### src/rtl/serialtopara_rx.sv
`default_nettype none
// ============================================================================
// Module   : serialtopara_rx
// Purpose  : Single-lane serial-to-parallel receive stage. Searches the MSB-
//            first bit stream for the COM symbol, declares word lock after
//            SYNC_COUNT consecutive word-aligned COMs, then strips COM (and
//            optionally IDLE) words and stores payload words in a small
//            receive FIFO whose almost-full flag back-pressures the sender.
// Ports    : clk             - bit clock (single clock domain)
//            reset           - synchronous, active-low reset
//            in              - serial data, MSB first
//            pop             - consumer read request
//            out             - registered word popped from the FIFO
//            valid_out       - out holds a word popped at the previous edge
//            fifo_empty      - FIFO occupancy is zero
//            fifo_almostfull - occupancy >= AF_THRESHOLD (back-pressure)
//            active          - word lock achieved
//            Error           - sticky FIFO overflow flag
// Options  : SERIALTOPARA_IDLE_DROP_EN - when defined, IDLE words received
//            while locked are discarded like COM; otherwise stored as payload.
// Revision : 1.0 - initial release
// ============================================================================
module serialtopara_rx #(
    parameter int                   DATA_SIZE    = 8,
    parameter int                   FIFO_DEPTH   = 4,
    parameter int                   AF_THRESHOLD = 3,
    parameter logic [DATA_SIZE-1:0] COM          = 8'hBC,
    parameter logic [DATA_SIZE-1:0] IDLE         = 8'h7C,
    parameter int                   SYNC_COUNT   = 4
) (
    input  logic                 clk,
    input  logic                 reset,
    input  logic                 in,
    input  logic                 pop,
    output logic [DATA_SIZE-1:0] out,
    output logic                 valid_out,
    output logic                 fifo_empty,
    output logic                 fifo_almostfull,
    output logic                 active,
    output logic                 Error
);

    localparam int c_AW = $clog2(FIFO_DEPTH);
    localparam int c_CW = c_AW + 1;
    localparam int c_BW = $clog2(DATA_SIZE);
    localparam int c_SW = $clog2(SYNC_COUNT + 1);

`ifdef SERIALTOPARA_IDLE_DROP_EN
    localparam logic c_IDLE_DROP = 1'b1;
`else
    localparam logic c_IDLE_DROP = 1'b0;
`endif

    typedef enum logic [1:0] {
        ST_SEARCH = 2'd0,
        ST_ALIGN  = 2'd1,
        ST_ACTIVE = 2'd2
    } state_t;

    state_t                 r_state;
    state_t                 w_state_nxt;
    logic [DATA_SIZE-2:0]   r_sr;
    logic [c_BW-1:0]        r_bitcnt;
    logic [c_BW-1:0]        w_bitcnt_nxt;
    logic [c_SW-1:0]        r_comcnt;
    logic [c_SW-1:0]        w_comcnt_nxt;
    logic [DATA_SIZE-1:0]   w_word;
    logic                   w_boundary;
    logic                   w_is_com;
    logic                   w_drop_idle;
    logic                   w_payload;

    logic [DATA_SIZE-1:0]   r_mem [FIFO_DEPTH];
    logic [c_AW-1:0]        r_wptr;
    logic [c_AW-1:0]        r_rptr;
    logic [c_CW-1:0]        r_count;
    logic [c_CW-1:0]        w_count_nxt;
    logic                   w_full;
    logic                   w_do_pop;
    logic                   w_push;
    logic                   w_overflow;
    logic [DATA_SIZE-1:0]   r_out;
    logic                   r_valid;
    logic                   r_empty;
    logic                   r_af;
    logic                   r_error;

    // Candidate word: the previous DATA_SIZE-1 bits plus the bit on the wire.
    assign w_word      = {r_sr, in};
    assign w_boundary  = (r_bitcnt == c_BW'(DATA_SIZE - 1));
    assign w_is_com    = (w_word == COM);
    assign w_drop_idle = c_IDLE_DROP & (w_word == IDLE);

    // ---------------- word alignment FSM ----------------
    always_comb begin
        w_state_nxt  = r_state;
        w_comcnt_nxt = r_comcnt;
        w_bitcnt_nxt = w_boundary ? '0 : r_bitcnt + 1'b1;
        w_payload    = 1'b0;
        case (r_state)
            ST_SEARCH: begin
                // Bit-by-bit hunt; a hit defines the new word phase.
                if (w_is_com) begin
                    w_state_nxt  = ST_ALIGN;
                    w_comcnt_nxt = c_SW'(1);
                    w_bitcnt_nxt = '0;
                end
            end
            ST_ALIGN: begin
                if (w_boundary) begin
                    if (w_is_com) begin
                        w_comcnt_nxt = r_comcnt + 1'b1;
                        if (r_comcnt == c_SW'(SYNC_COUNT - 1)) begin
                            w_state_nxt = ST_ACTIVE;
                        end
                    end else begin
                        w_state_nxt  = ST_SEARCH;
                        w_comcnt_nxt = '0;
                    end
                end
            end
            ST_ACTIVE: begin
                // Lock is never lost here; only reset leaves this state.
                w_payload = w_boundary && !w_is_com && !w_drop_idle;
            end
            default: begin
                w_state_nxt = ST_SEARCH;
            end
        endcase
    end

    always_ff @(posedge clk) begin
        if (!reset) begin
            r_state  <= ST_SEARCH;
            r_sr     <= '0;
            r_bitcnt <= '0;
            r_comcnt <= '0;
        end else begin
            r_state  <= w_state_nxt;
            r_sr     <= w_word[DATA_SIZE-2:0];
            r_bitcnt <= w_bitcnt_nxt;
            r_comcnt <= w_comcnt_nxt;
        end
    end

    // ---------------- receive FIFO ----------------
    assign w_full     = (r_count == c_CW'(FIFO_DEPTH));
    assign w_do_pop   = pop && !r_empty;
    // A pop at the same edge frees the slot, so a full FIFO still accepts.
    assign w_push     = w_payload && (!w_full || w_do_pop);
    assign w_overflow = w_payload && w_full && !w_do_pop;

    always_comb begin
        w_count_nxt = r_count;
        case ({w_push, w_do_pop})
            2'b10:   w_count_nxt = r_count + 1'b1;
            2'b01:   w_count_nxt = r_count - 1'b1;
            default: w_count_nxt = r_count;
        endcase
    end

    // When full, wptr == rptr: the registered read below still returns the
    // old entry because both use pre-edge values.
    always_ff @(posedge clk) begin
        if (reset && w_push) begin
            r_mem[r_wptr] <= w_word;
        end
    end

    always_ff @(posedge clk) begin
        if (!reset) begin
            r_wptr  <= '0;
            r_rptr  <= '0;
            r_count <= '0;
            r_out   <= '0;
            r_valid <= 1'b0;
            r_empty <= 1'b1;
            r_af    <= 1'b0;
            r_error <= 1'b0;
        end else begin
            if (w_push) begin
                r_wptr <= r_wptr + 1'b1;
            end
            if (w_do_pop) begin
                r_rptr <= r_rptr + 1'b1;
                r_out  <= r_mem[r_rptr];
            end
            r_valid <= w_do_pop;
            r_count <= w_count_nxt;
            r_empty <= (w_count_nxt == '0);
            r_af    <= (w_count_nxt >= c_CW'(AF_THRESHOLD));
            if (w_overflow) begin
                r_error <= 1'b1;
            end
        end
    end

    assign out             = r_out;
    assign valid_out       = r_valid;
    assign fifo_empty      = r_empty;
    assign fifo_almostfull = r_af;
    assign active          = (r_state == ST_ACTIVE);
    assign Error           = r_error;

endmodule
`default_nettype wire

### config.mk
export PLATFORM = sky130hd
export DESIGN_NAME = serialtopara_rx
export DESIGN_NICKNAME = d
export VERILOG_FILES = /design/src/rtl/serialtopara_rx.sv
export SDC_FILE = /design/constraint.sdc
export NUM_CORES = 1
export LEC_CHECK = 0
export CAP_MARGIN = 20
export CORE_MARGIN = 5
export CORE_UTILIZATION = 45
export CTS_CLUSTER_DIAMETER = 200
export CTS_CLUSTER_SIZE = 24
export DETAILED_ROUTE_END_ITERATION = 8
export DONT_BUFFER_PORTS = 1
export GPL_ROUTABILITY_DRIVEN = 0
export PLACE_DENSITY = 0.69
export SYNTH_ARGS = -nofsm -noshare
export SYNTH_HDL_FRONTEND = slang
export SYNTH_SLANG_ARGS = --single-unit
### constraint.sdc
create_clock -name clk -period 2.7 [get_ports clk]
set_clock_uncertainty 0.05 [all_clocks]
set_input_delay 0.135 -clock clk [delete_from_list [all_inputs] [get_ports clk]]
set_output_delay 0.135 -clock clk [all_outputs]
set_load 0.01 [all_outputs]
==> results.md <==
- H-tree levels: 3
- Tightest Pin Transition: slightly below 900 ps
- Lkg Pwr: ~1 nW
- Antenna violations before repair: 0
- Syn avg cell area: 13.1 um2
- Drt drc: 0
- Setup TNS: 0 ps
- Total core area: between 5000 and 6000 um2
- Max frequency: slightly below 400 MHz
- Crit-path max FO: 4
- Initial DRC count: between 60 and 70
- GRT Total Usage: 0.131
- CTS clk-pin slew, worst paths: approximately 70 ps
- Gr ovfl total: 0
- Post-synthesis register bit count: 66
- Crit Path Category: reg2reg
- Synthesized net count: between 200 and 250
- Final min period: about 2600 ps
- Hold crit path type: in2reg
- WP data arrival: between 2000 and 3000 ps
- Syn-to-layout area delta: 11.0%
- Starting Density: 0.457
- Crit end category: flop
- Die area: roughly 7600 um2
- Req. time, crit path: 2870 ps
- Largest net degree at the start of global routing: 33
- CTS tree: built
- Vias in the first global route: approximately 1500
- Post-Syn Instances: a little over 200
- Post-Place Setup Slack: between 100 and 150 ps
- CTS max path bufs: 2
- Post-DP HPWL: roughly 2900 um
- Fillers: approximately 500
- Average routed wire per standard cell: 14.7 um
- Row count: 28
- Max-cap violations: 0
- Post-Route WL: roughly 4300 um
- Inserted Clock Buffers: 9
- Distinct cells, synth: 35
- Fraction of layout cells with a size suffix above 1: 0.148
- Layout net count: 225
- CTS sink cnt: 66
- # diodes: 0
- Die X: a little under 90 um
- Ports: 17
- Yosys warnings: 0
- CTS root buf: clkbuf_8
- Fin. max-slew vios: 0
- Pwr dens: roughly 660 nW/um2
- RSZ-0062 raised after global routing: no
- Post-route ant nets: 0
- DRT Pass-1 Iters: 4
- Final setup margin: 147 ps
- Status: complete, no violations
- Final period utilization: 0.946
- Final hold violation count: 0
- Slew HR: 0.412
- Maximum vdd drop: about 0.27 mV
- Worst skew pair latency: 330 ps
- Setup violations, final: 0
- Vias: between 1500 and 2000
- Vias per std cell: ~5.2
- Die height: 87.0 um
- Mapped Area: 2670 um2
- First-pass GRT wire length: roughly 7300 um
- Post CTS Setup Buffer Count: 0
- I/O Buffers: 0
- Startpoint Class: flop
- Sequential area share after synthesis: 0.615
final timing paths:
| path | from | slack [ps] | to | cells past startpoint |
|---|---|---|---|---|
| worst min register to register | r_bitcnt[0] | 380 | r_bitcnt[0] | 1 |
| worst max-delay path | r_sr[5] | 150 | fifo_almostfull | 9 |
| worst min-delay path | reset | 40 | fifo_almostfull | 2 |
| worst max register to register | r_sr[5] | 150 | fifo_almostfull | 9 |
registers in the layout, indices dropped and copies added, names as in the netlist:
register and cells:
r_mem 32, out 8, r_sr 7, r_bitcnt 3, r_comcnt 3, r_count 3, r_rptr 2, r_state 2
r_wptr 2, Error 1, fifo_almostfull 1, fifo_empty 1, valid_out 1
cell usage after synthesis:
cell	count	area, um2
a211o_1	1	8.76
nor2_1	5	18.8
and2_2	3	22.5
o211ai_4	1	21.3
a41oi_1	1	8.76
inv_1	7	26.3
o32a_1	1	10.0
or2_2	1	6.26
buf_1	1	3.75
and2_1	11	68.8
mux4_2	8	180
ha_1	8	100
or4b_4	1	13.8
o21a_1	1	7.51
edfxtp_1	32	961
nand3_1	1	5.00
nand4_1	1	6.26
nor4b_1	1	8.76
and3_1	6	37.5
a221o_1	1	10.0
o21ai_0	5	25.0
a21boi_0	8	60.1
xnor2_1	5	43.8
a21oi_1	4	20.0
o31ai_1	3	22.5
nor3b_1	1	7.51
nor3_1	4	20.0
dfxtp_1	34	681
mux2i_1	6	60.1
clkbuf_1	9	33.8
nand2b_1	3	18.8
nand2_1	20	75.1
and3b_1	1	8.76
nor2b_1	8	50.1
fa_1	1	20.0
where the power goes:
group	leakage, nW	switching (mW)	total [mW]	internal (mW)
logic	0.395	0.0498	0.106	0.0563
registers	0.522	0.0381	1.11	1.07
clock network	0.0906	0.337	0.753	0.416
cell type report:
type	count	area, um2	area share
sequential	66	1640	0.554
timing repair buffer	7	57.6	0.0194
tap	75	93.8	0.0317
inverter	7	26.3	0.00886
clock buffer	11	131	0.0443
clock inverter	4	43.8	0.0148
multi-input combinational	121	970	0.327
worst max-delay path: stages (launching register included):
cell      delay (ps)
dfxtp_1          310
or4b_4           570
o211ai_4         200
and2_4           180
fa_2             210
o21ai_0           80
o21ai_0          150
mux2i_1           80
a211o_1          260
a221o_1          340
metal layers:
layer  track usage  routed length [um]  up-vias
met5             0                   0        -
met4        0.0765                  98        0
met3        0.0520                 274        7
met2         0.200                1980       37
met1         0.157                1920      719
li1              -                   -      741
timing repair:
| action | in CTS | in global routing |
|---|---|---|
| endpoints found under the setup margin | 0 | 1 |
| hold endpoints to repair | 38 | 0 |
| hold buffers | 2 | 0 |
| gates resized for setup | 0 | 2 |
cells by family after synthesis:
family,synth area share
simple gates,0.138
compound gates,0.0726
mux,0.0899
fa+ha+maj,0.0450
flops,0.615
buf+inv,0.0239
xor+xnor,0.0164
metrics by stage:
stage,hold slack (ps),cells,total power [mW],cell area (um2),utilization
6_report,41.0,291,1.97,2960,0.507
5_1_grt,63.6,291,2.05,2960,0.507
4_1_cts,27.3,291,1.98,2960,0.506
3_5_place_dp,177,274,1.23,2770,0.473
3_3_place_gp,185,274,1.23,2770,0.473
2_1_floorplan,184,204,1.21,2670,-
cells in the final DEF (no fill, tap or decap), types with 3 or more instances in the layout:
cell,count
dfxtp_1,34
edfxtp_1,32
nand2_1,20
and2_1,11
clkbuf_8,9
nor2b_1,8
mux4_2,8
a21boi_0,8
ha_1,8
inv_1,7
and3_1,6
mux2i_1,6
nor2_1,5
xnor2_1,5
o21ai_0,5
buf_4,5
a21oi_1,4
nor3_1,4
nand2b_1,3
o31ai_1,3
(Power assumes the default switching activity.)
